==> src/rtl/intra_sad_argmin.sv <==
// Streaming SAD engine: accumulates |residual| per candidate mode over one block,
// then scans the per-mode SADs sequentially to pick the cheapest enabled mode.
module intra_sad_argmin #(
  parameter int NMODES  = 8,
  parameter int SAMPLES = 16,
  parameter int LANES   = 4,
  parameter int RW      = 9,
  parameter int BEATS   = SAMPLES / LANES,
  parameter int SW      = RW + $clog2(SAMPLES),
  parameter int MW      = (NMODES > 2) ? $clog2(NMODES) : 1
) (
  input  logic                        clk,
  input  logic                        reset,
  input  logic                        in_valid,
  output logic                        in_ready,
  input  logic [NMODES*LANES*RW-1:0]  in_res,
  input  logic [NMODES-1:0]           mode_mask,
  input  logic                        abort,
  output logic                        out_valid,
  input  logic                        out_ready,
  output logic [NMODES*SW-1:0]        sads,
  output logic [MW-1:0]               best_mode,
  output logic [SW-1:0]               best_sad,
  output logic                        none_valid
);

  localparam int CW = (BEATS > 1) ? $clog2(BEATS) : 1;

  localparam logic [1:0] ST_ACCUM = 2'd0;
  localparam logic [1:0] ST_SCAN  = 2'd1;
  localparam logic [1:0] ST_DONE  = 2'd2;

  logic [1:0]        state;
  logic [CW-1:0]     beat_cnt;
  logic [MW-1:0]     scan_idx;
  logic [NMODES-1:0] mask_q;
  logic [SW-1:0]     acc [NMODES];
  logic [SW-1:0]     beat_sum [NMODES];
  logic [SW-1:0]     best_sad_q;
  logic [MW-1:0]     best_mode_q;
  logic              found_q;
  logic              scan_take;

  assign in_ready  = (state == ST_ACCUM);
  assign out_valid = (state == ST_DONE);

  // Per-mode sum of lane magnitudes for the current beat.
  // NOTE: every always_comb output gets a default before any conditional use,
  // so no latch can be inferred.
  always_comb begin
    for (int m = 0; m < NMODES; m++) begin
      beat_sum[m] = '0;
      for (int l = 0; l < LANES; l++) begin
        logic [RW-1:0] r;
        logic [RW-1:0] a;
        r = in_res[(m*LANES+l)*RW +: RW];
        // -2^(RW-1) negates to itself, which read unsigned is exactly 2^(RW-1).
        a = r[RW-1] ? (~r + RW'(1)) : r;
        beat_sum[m] = beat_sum[m] + SW'(a);
      end
    end
  end

  assign scan_take = mask_q[scan_idx] && (!found_q || (acc[scan_idx] < best_sad_q));

  // NOTE: all sequential state uses non-blocking assignments so every register
  // samples pre-edge values regardless of statement order.
  always_ff @(posedge clk or posedge reset) begin
    if (reset) begin
      state       <= ST_ACCUM;
      beat_cnt    <= '0;
      scan_idx    <= '0;
      mask_q      <= '0;
      best_sad_q  <= '0;
      best_mode_q <= '0;
      found_q     <= 1'b0;
      // NOTE: the accumulator array is reset because it drives sads directly
      // and sads must read zero out of reset.
      for (int m = 0; m < NMODES; m++) acc[m] <= '0;
    end else if (abort) begin
      state    <= ST_ACCUM;
      beat_cnt <= '0;
    end else begin
      case (state)
        ST_ACCUM: begin
          if (in_valid) begin
            for (int m = 0; m < NMODES; m++)
              acc[m] <= ((beat_cnt == '0) ? '0 : acc[m]) + beat_sum[m];
            if (beat_cnt == '0) mask_q <= mode_mask;
            if (beat_cnt == CW'(BEATS-1)) begin
              beat_cnt    <= '0;
              state       <= ST_SCAN;
              scan_idx    <= '0;
              best_sad_q  <= '1;
              best_mode_q <= '0;
              found_q     <= 1'b0;
            end else begin
              beat_cnt <= beat_cnt + CW'(1);
            end
          end
        end
        ST_SCAN: begin
          if (scan_take) begin
            best_sad_q  <= acc[scan_idx];
            best_mode_q <= scan_idx;
            found_q     <= 1'b1;
          end
          if (scan_idx == MW'(NMODES-1)) state <= ST_DONE;
          else scan_idx <= scan_idx + MW'(1);
        end
        ST_DONE: begin
          if (out_ready) state <= ST_ACCUM;
        end
        default: state <= ST_ACCUM;
      endcase
    end
  end

  for (genvar g = 0; g < NMODES; g++) begin : g_sads
    assign sads[g*SW +: SW] = acc[g];
  end

  assign best_mode  = best_mode_q;
  assign best_sad   = best_sad_q;
  assign none_valid = (state == ST_DONE) && !found_q;

endmodule

==> config.mk <==
export PLATFORM = sky130hd
export DESIGN_NAME = intra_sad_argmin
export DESIGN_NICKNAME = d
export VERILOG_FILES = /design/src/rtl/intra_sad_argmin.sv
export SDC_FILE = /design/constraint.sdc
export NUM_CORES = 1
export LEC_CHECK = 0
export CORE_ASPECT_RATIO = 0.6
export CORE_MARGIN = 4
export CORE_UTILIZATION = 55
export CTS_BUF_LIST = sky130_fd_sc_hd__clkbuf_8
export CTS_CLUSTER_SIZE = 40
export DETAILED_ROUTE_END_ITERATION = 10
export GPL_TIMING_DRIVEN = 1
export MAX_ROUTING_LAYER = met4
export PLACE_DENSITY = 0.86
export SYNTH_ARGS = -nofsm -noshare
export SYNTH_HDL_FRONTEND = slang
export SYNTH_SLANG_ARGS = --single-unit
==> constraint.sdc <==
create_clock -name clk -period 4.8 [get_ports clk]
set_input_delay 0.72 -clock clk [delete_from_list [all_inputs] [get_ports clk]]
set_output_delay 0.72 -clock clk [all_outputs]
set_load 0.05 [all_outputs]
==> results of run 1 <==
-- synthesized netlist by cell type (7+ instances only) --
cell / count / area share, %
inv_1: 355 / 6.4
nand2_1: 314 / 5.7
fa_1: 208 / 20
ha_1: 176 / 11
xnor2_1: 166 / 7.0
dfrtp_1: 136 / 16
nor2_1: 110 / 2.0
nand2b_1: 106 / 3.2
o21ai_1: 94 / 2.3
o21ai_0: 78 / 1.9
a21oi_1: 73 / 1.8
nor2b_1: 68 / 2.0
xor2_1: 67 / 2.8
clkbuf_1: 60 / 1.1
o31ai_1: 56 / 2.0
nor3_1: 49 / 1.2
nand3_1: 44 / 1.1
a211oi_1: 28 / 1.0
mux4_2: 28 / 3.0
or3_1: 28 / 0.84
a21o_1: 26 / 0.94
o21a_1: 16 / 0.58
mux2i_1: 15 / 0.72
o211ai_1: 14 / 0.50
o41ai_1: 14 / 0.59
buf_2: 10 / 0.24
buf_1: 9 / 0.16
mux2_1: 9 / 0.49
nor4b_1: 9 / 0.38
o31a_1: 7 / 0.29
-- area by class of cell --
cell class / count / share of cell area (%)
multi-input cells: 1875 / 56.8
repair buffers: 783 / 23.8
flip-flops and latches: 136 / 11.5
inverters: 356 / 4.52
well taps: 504 / 2.13
clock buffers: 22 / 1.02
clock inverters: 9 / 0.257
diodes: 3 / 0.0253
-- what timing repair did --
action,4_1_cts,5_1_grt
endpoints found under the setup margin,10,45
buffers inserted,0,12
pin swaps,3,141
hold endpoints to repair,0,0
resized for setup,15,246
-- power by group through the flow --
stage                     clock [mW]  combinational [mW]  sequential [mW]
final                          0.928                13.5             2.49
after global routing           0.983                14.7             2.51
after CTS                      0.930                12.4             2.43
after detailed placement           0                12.2             2.45
after global placement             0                11.8             2.43
after floorplan                    0                6.48             3.37
-- routing by layer --
metal,share of wire [%],GRT usage (%),up-vias
li1,-,-,9533
met1,42,46.3,10200
met2,46,53.6,907
met3,8.6,6.88,132
met4,2.6,8.83,0
met5,0,-,-
-- per-stage QoR --
step                      hold WS [ps]  setup TNS [ps]  cells  util (%)
after global placement             471          -15170   3642      76.1
after detailed placement           488          -20690   3642      76.1
after global routing               523           -1090   3688      80.6
after floorplan                    459               0   2448         -
final                              503               0   3688      80.6
after CTS                          505           -1.28   3673      77.3
-- worst min path at each step --
stage	startpoint	endpoint	slack (ps)	cells after the start
after floorplan	mask_q[2]	mask_q[2]	460	1
after global placement	mask_q[2]	mask_q[2]	470	1
after detailed placement	mask_q[1]	mask_q[1]	490	1
after CTS	mask_q[7]	mask_q[7]	510	1
after global routing	mask_q[1]	mask_q[1]	520	1
final	mask_q[7]	mask_q[7]	500	1
-- cells by family after synthesis --
group                      share of synthesized area (%)
DFF                                                 16.4
buffers and inverters                               8.00
adders and majority gates                           30.6
and+or+nand+nor                                     17.4
AOI/OAI and AO/OA                                   13.5
muxes                                               4.36
xor gates and xnor gates                            9.80
-- flip-flops by register name, summed over array words and instances, names as in the netlist --
register,flops
sads,104
mask_q,8
state,2
best_sad,13
scan_idx,3
beat_cnt,2
found_q,1
best_mode,3
-- critical path, stage by stage --
cell and delay (ps):
clkdlybuf4s50_1 460, or3_1 440, o31ai_2 250, xnor2_1 280
fa_1 540, fa_1 560, inv_1 60, fa_1 530
inv_1 40, ha_1 320, a21boi_2 180, buf_4 150
o21a_1 200, o21a_1 180, o31ai_1 210
==> results_dict.tcl, run 1 <==
set metrics [dict create \
    tightest_slew_ps 940 \
    final_design_area_no_fill_um2 29700 \
    h-tree-depth 4 \
    sequentialPowerShare_pct 14.7 \
    routed_wl_um 72000 \
    drc_errors 0 \
    grt_remaining_overflow 0 \
    io_buffers 423 \
    num_io_pins 424 \
    rr_startpoint "scan_idx[0]" \
    dp_hpwl_um 58900 \
    crit_fanout 3 \
    initial_core_util_pct 56.5 \
    path_clk_slew_ps 70 \
    maxSlewViolCount 0 \
    clkSinkCount 136 \
    worstPathRequired_ps 5170 \
    power_density_nw_per_um2 569 \
    drt_pass1_iterations 5 \
    synth-seq-area-share_pct 16.4 \
    r2r_end "best_mode[2]" \
    cp-endpoint "sads[33]" \
    dp_slack_ps -688 \
    crit_path_end_kind "flip-flop" \
    area.growth.synth_to_final_pct 42.5 \
    setup_viol 0 \
    fp.coreArea_um2 36800 \
    ff2ff_setup_slack_ps 680 \
    power_mw 16.9 \
    fin_crit_ps 4740 \
    synth_ff_type "dfrtp_1" \
    worstSetupPathType "primary input to flip-flop" \
    avgSynthCellArea_um2 8.50 \
    grt_use_total_pct 34.3 \
    ir_drop_v 0.000453 \
    synth-seq-cells 136 \
    seqCellArea_um2 3400 \
    synthesis.nets 3133 \
    syn-cell-area_um2 20800 \
    setup.worst_path.start "in_res[82]" \
    drv_cap 0 \
    status "finished clean" \
    gp_congestion 0.983 \
    routedWlPerCell_um 19.5 \
    cell_internal_pwr_mw 8.18 \
    multi_input_area_um2 16900 \
    grt_pass1_vias 21100 \
    die_x_um 259 \
    cts_hold_buf 0 \
    postPlaceCellArea_um2 28000 \
    clk_latency_ps 480 \
    rsz0062_at_grt "yes" \
    timing.fmax_mhz 211 \
    max_slew_margin_pct 37.3 \
    die_area_um2 41100 \
    p_switching_mw 8.71 \
    rows 54 \
    numCtsBuffers 17 \
    grt_first_pass_wirelength_um 109000 \
    synth.distinct_cells 63 \
    finalClockSkew_ps 21.8 \
    die_y_um 159 \
    critPathLaunchType "primary input" \
    cts-root-buf "clkbuf_8" \
    switching_share_pct 51.6 \
    layout_commonest_cell "clkdlybuf4s50_1" \
    drt_iter0_drc 1960 \
    clockBufferDepth 2 \
    syn_inst 2448 \
    nNetsFinal 3854 \
    drive_above_1_share_pct 19.4 \
    cts_tree "done" \
    antenna_found_initial 5 \
    ff2ff_path_depth 10 \
    p_clk_share_pct 5.5 \
    vias 20700 \
    routed_via_density 5.62 \
    async_reset_ff_share_pct 100 \
    p_leak_nw 14.0 \
    grt_max_degree 90 \
    hold_viol 0 \
    hp-class "flip-flop to flip-flop" \
    pwr-share-comb_pct 79.8 \
    ys.warnings.count 0 \
    final_cell_mix "392 x clkdlybuf4s50_1, 356 x buf_4, 344 x inv_1" \
    setup_slack_ps 62.5 \
    ant_nets 0 \
    crit_arrival_ps 5100 \
    synth_edf_count 0 \
    period_share_pct 98.7 \
    nFillCells 2357 \
]
Power figures use the tool's default switching activity.
==> inputs of run 2 (changes only) <==
--- a/config.mk
+++ b/config.mk
@@ -11,9 +11,10 @@
 export CTS_BUF_LIST = sky130_fd_sc_hd__clkbuf_8
 export CTS_CLUSTER_SIZE = 40
 export DETAILED_ROUTE_END_ITERATION = 10
+export GPL_ROUTABILITY_DRIVEN = 0
 export GPL_TIMING_DRIVEN = 1
 export MAX_ROUTING_LAYER = met4
-export PLACE_DENSITY = 0.86
+export PLACE_DENSITY = 0.85
 export SYNTH_ARGS = -nofsm -noshare
 export SYNTH_HDL_FRONTEND = slang
 export SYNTH_SLANG_ARGS = --single-unit
==> results_dict.tcl, run 2 (synthesized netlist as in run 1, its figures left out) <==
set metrics [dict create \
    cts_tree "done" \
    fp.coreArea_um2 36800 \
    path_clk_slew_ps 80 \
    finalClockSkew_ps 15.4 \
    layout_commonest_cell "clkdlybuf4s50_1" \
    routed_via_density 5.84 \
    ant_nets 0 \
    worstPathRequired_ps 5110 \
    crit_arrival_ps 5180 \
    h-tree-depth 4 \
    area.growth.synth_to_final_pct 42.9 \
    tightest_slew_ps 931 \
    rows 54 \
    hp-class "flip-flop to flip-flop" \
    clkSinkCount 136 \
    whs_ps 491 \
    clk_latency_ps 450 \
    critPathLaunchType "primary input" \
    period_share_pct 101 \
    nNetsFinal 3851 \
    io_buffers 423 \
    drt_pass1_iterations 6 \
    largest_reg_flops 104 \
    max_slew_margin_pct 37.9 \
    die_y_um 159 \
    crit_fanout 2 \
    initial_core_util_pct 56.5 \
    violations "negative setup slack" \
    grt_max_degree 100 \
    numCtsBuffers 17 \
    drt_iter0_drc 1931 \
    hold_viol 0 \
    grt_first_pass_wirelength_um 110000 \
    dp_hpwl_um 60500 \
    grt_use_total_pct 34.8 \
    maxSlewViolCount 0 \
    cts-root-buf "clkbuf_8" \
    grt_remaining_overflow 0 \
    power_density_nw_per_um2 584 \
    clockBufferDepth 2 \
    antenna_found_initial 2 \
    fin_crit_ps 4870 \
    drive_above_1_share_pct 19.4 \
    num_io_pins 424 \
    routedWlPerCell_um 21.0 \
    tns_ps -203 \
    grt_pass1_vias 21600 \
    vias 21500 \
    worstSetupPathType "primary input to flip-flop" \
    p_leak_nw 14.0 \
    drv_cap 0 \
    die_area_um2 41100 \
    status "finished, violations left" \
    setup_slack_ps -69.6 \
    routed_wl_um 77400 \
    ir_drop_v 0.000347 \
    final_cell_mix "394 x clkdlybuf4s50_1, 355 x buf_4, 346 x inv_1" \
    setup_viol 5 \
    rsz0062_at_grt "yes" \
    timing.fmax_mhz 205 \
    crit_path_end_kind "flip-flop" \
    drc_errors 0 \
    die_x_um 259 \
]
[run 2: cell count changes in the layout (fill, tap and decap cells not counted), sizes merged]
| cell | before | now |
|---|---|---|
| clkbuf | 22 | 17 |
| buf | 360 | 357 |
| clkinv | 4 | 7 |
| bufinv | 1 | 3 |
| clkdlybuf4s50 | 392 | 394 |
| dlymetal6s2s | 31 | 29 |
| clkinvlp | 2 | 1 |
| inv | 358 | 359 |
[run 2: power breakdown]
| part | switching [mW] | internal [mW] | total, mW |
|---|---|---|---|
| Combinational | 7.66 | 6.25 | 13.9 |
| Sequential | 0.892 | 1.59 | 2.48 |
| Clock | 0.477 | 0.507 | 0.984 |
| Total | 9.03 | 8.35 | 17.4 |
[run 2: cell type report]
cell class	count	area (µm²)
Sequential cell	136	3400
Multi-Input combinational cell	1875	17000
Clock buffer	17	234
Tap cell	504	631
Timing Repair Buffer	780	7000
Inverter	356	1340
Fill cell	2099	7080
Antenna cell	3	7.51
Clock inverter	14	160
[run 2: timing repair]
| action | CTS | global route |
|---|---|---|
| hold buffers | 0 | 0 |
| pin swaps | 11 | 126 |
| endpoints found under the hold margin | 0 | 0 |
| gates cloned | 0 | 0 |
| setup buffers | 1 | 14 |
| resized for setup | 16 | 247 |
| setup endpoints to repair | 13 | 42 |
[run 2: worst paths after layout]
path | startpoint | endpoint | slack (ps) | cells past startpoint
min in group asynchronous | reset | sads[2] | 820 | 2
setup reg to reg | scan_idx[0] | best_mode[2] | 960 | 10
setup / recovery | in_res[49] | sads[23] | -70 | 15
hold / removal | mask_q[6] | mask_q[6] | 490 | 1
hold reg to reg | mask_q[6] | mask_q[6] | 490 | 1
max in group asynchronous | reset | sads[49] | 3060 | 3
[run 2: per-layer routing]
metal / GRT usage, % / wire length [µm] / vias to the layer above
met1: 45.2 / 30500 / 10500
met5: - / 0 / -
met4: 12.3 / 3720 / 0
met3: 6.44 / 6990 / 315
li1: - / - / 9531
met2: 55.4 / 36200 / 1224
[run 2: critical path: stages]
cell             delay, ps
clkdlybuf4s50_1        460
or4_4                  590
or4b_4                 560
fa_1                   530
inv_1                   70
fa_1                   530
inv_1                   60
fa_1                   550
inv_1                   50
ha_1                   230
a21o_1                 220
a41oi_2                220
buf_4                  150
xor2_1                 140
o21ai_1                 90
[run 2: metrics by stage]
step	setup WS, ps	std cells	instance area [µm²]	power, mW	utilization [%]
detailed placement	-638	3636	28000	14.8	75.9
CTS	-18.9	3668	28400	15.9	77.3
floorplan	52.2	2448	20800	9.85	-
finish	-69.6	3685	29700	17.4	80.8
global route	-199	3684	29700	18.6	80.8
global placement	-590	3636	28000	14.2	75.9
==> inputs of run 3 (changes only) <==
--- a/config.mk
+++ b/config.mk
@@ -15,6 +15,7 @@
 export GPL_TIMING_DRIVEN = 1
 export MAX_ROUTING_LAYER = met4
 export PLACE_DENSITY = 0.85
+export SKIP_LAST_GASP = 1
 export SYNTH_ARGS = -nofsm -noshare
 export SYNTH_HDL_FRONTEND = slang
 export SYNTH_SLANG_ARGS = --single-unit
==> results_dict.tcl, run 3 (synthesized netlist as in run 1, its figures left out) <==
set metrics [dict create \
    h-tree-depth 4 \
    max_slew_margin_pct 38.2 \
    p_switching_mw 9.05 \
    period_share_pct 102 \
    p_clk_share_pct 5.7 \
    routed_via_density 5.86 \
    cp_cell_sequence "clkdlybuf4s50_1 > inv_1 > ha_2 > mux2i_1 > fa_1 > inv_1 > fa_1 > fa_1 > ha_2 > inv_1 > fa_2 > nor2b_1 > o31a_1 > o211ai_1 > a21oi_1 > or3_1 > nand3_1" \
    cell_internal_pwr_mw 8.34 \
    crit_fanout 3 \
    multi_input_area_um2 17000 \
    crit_path_end_kind "flip-flop" \
    violations "negative setup slack" \
    whs_ps 492 \
    num_io_pins 424 \
    worstSetupPathType "primary input to flip-flop" \
    cts-root-buf "clkbuf_8" \
    setup_viol 5 \
    postPlaceCellArea_um2 28000 \
    power_density_nw_per_um2 585 \
    path_buf_inv 4 \
    nFillCells 2100 \
    pwr-share-comb_pct 80.0 \
    p_leak_nw 14.0 \
    ff2ff_setup_slack_ps 980 \
    final_cell_mix "394 x clkdlybuf4s50_1, 355 x buf_4, 346 x inv_1" \
    grt_use_total_pct 34.8 \
    ir_drop_v 0.000347 \
    area.growth.synth_to_final_pct 42.9 \
    finalClockSkew_ps 16.8 \
    drv_cap 0 \
    crit_arrival_ps 5270 \
    hold_end "mask_q[6]" \
    die_y_um 159 \
    routed_wl_um 77500 \
    power_mw 17.4 \
    hp-class "flip-flop to flip-flop" \
    critPathLaunchType "primary input" \
    drt_iter0_drc 2124 \
    fin_crit_ps 4880 \
    dp_hpwl_um 60500 \
    rr_startpoint "scan_idx[0]" \
    clockBufferDepth 2 \
    critical-path-top-delay-family "adder cells" \
    path_clk_slew_ps 80 \
    largest_reg_flops 104 \
    sequentialPowerShare_pct 14.3 \
    final_design_area_no_fill_um2 29700 \
    slowest_delay_ps 560 \
    cpMaxStageDelayCell "fa_1" \
    drc_errors 0 \
    vias 21600 \
    grt_max_degree 100 \
    io_buffers 423 \
    tightest_slew_ps 927 \
    cts_tree "done" \
    r2r_end "best_mode[2]" \
    maxSlewViolCount 0 \
    hp-start "mask_q[6]" \
    drt_pass1_iterations 6 \
    fp.coreArea_um2 36800 \
    drive_above_1_share_pct 19.3 \
    hold_viol 0 \
    fin_util_pct 80.8 \
    setup_slack_ps -84.4 \
    grt_pass1_vias 21600 \
    routedWlPerCell_um 21.0 \
    numCtsBuffers 17 \
    hold_path_depth 1 \
    initial_core_util_pct 56.5 \
    seqCellArea_um2 3400 \
    ff2ff_path_depth 10 \
    worstPathRequired_ps 5190 \
    layout_commonest_cell "clkdlybuf4s50_1" \
    grt_first_pass_wirelength_um 110000 \
    die_x_um 259 \
    ant_nets 0 \
    antenna_found_initial 2 \
    grt_remaining_overflow 0 \
    timing.fmax_mhz 205 \
    rows 54 \
    clkSinkCount 136 \
    rsz0062_at_grt "yes" \
    clk_latency_ps 460 \
    status "finished, violations left" \
    tns_ps -232 \
    switching_share_pct 52.0 \
    die_area_um2 41100 \
    nNetsFinal 3851 \
]
-- run 3: cell types whose count changed in the layout (fill, tap and decap cells not counted) --
| cell | change |
|---|---|
| a211oi_1 | +1 |
| a211oi_2 | -1 |
| diode_2 | +1 |
| nor2b_1 | +1 |
| nor2b_2 | -1 |
-- run 3: per-stage QoR --
step                worst slack [ps]  instances
global placement                -590       3636
finish                         -84.4       3686
detailed placement              -638       3636
global route                    -199       3684
floorplan                       52.2       2448
CTS                            -18.9       3668
-- run 3: what timing repair did --
item                                    4_1_cts  5_1_grt
endpoints found under the hold margin         0        0
hold buffers                                  0        0
resized for setup                            16      245
endpoints found under the setup margin       13       42
setup buffers                                 1       14
pin swaps                                    11      125
-- run 3: area by class of cell --
class,instances,share of cell area [%]
Multi-Input combinational cell,1875,57.0
Timing Repair Buffer,780,23.5
Sequential cell,136,11.4
Inverter,356,4.51
Tap cell,504,2.12
Clock buffer,17,0.787
Clock inverter,14,0.538
Antenna cell,4,0.0337
-- run 3: power groups by stage --
| stage | sequential [mW] | clock, mW | combinational (mW) |
|---|---|---|---|
| floorplan | 3.37 | 0 | 6.48 |
| CTS | 2.42 | 0.982 | 12.5 |
| global route | 2.51 | 1.04 | 15.0 |
| detailed placement | 2.44 | 0 | 12.3 |
| global placement | 2.42 | 0 | 11.7 |
| finish | 2.49 | 0.987 | 13.9 |
-- run 3: worst max-delay path by stage --
stage / from / endpoint / slack (ps) / depth (start not counted)
CTS: in_res[185] / sads[77] / -20 / 17
detailed placement: in_res[185] / sads[77] / -640 / 16
global placement: in_res[192] / sads[77] / -590 / 15
global route: in_res[39] / sads[23] / -200 / 17
finish: in_res[55] / sads[24] / -80 / 17
floorplan: in_res[192] / sads[77] / 50 / 14
-- run 3: per-layer routing --
| layer | track usage (%) | share of wire, % |
|---|---|---|
| met2 | 55.4 | 47 |
| met5 | - | 0 |
| met1 | 45.2 | 39 |
| met3 | 6.44 | 9.3 |
| met4 | 12.3 | 4.7 |
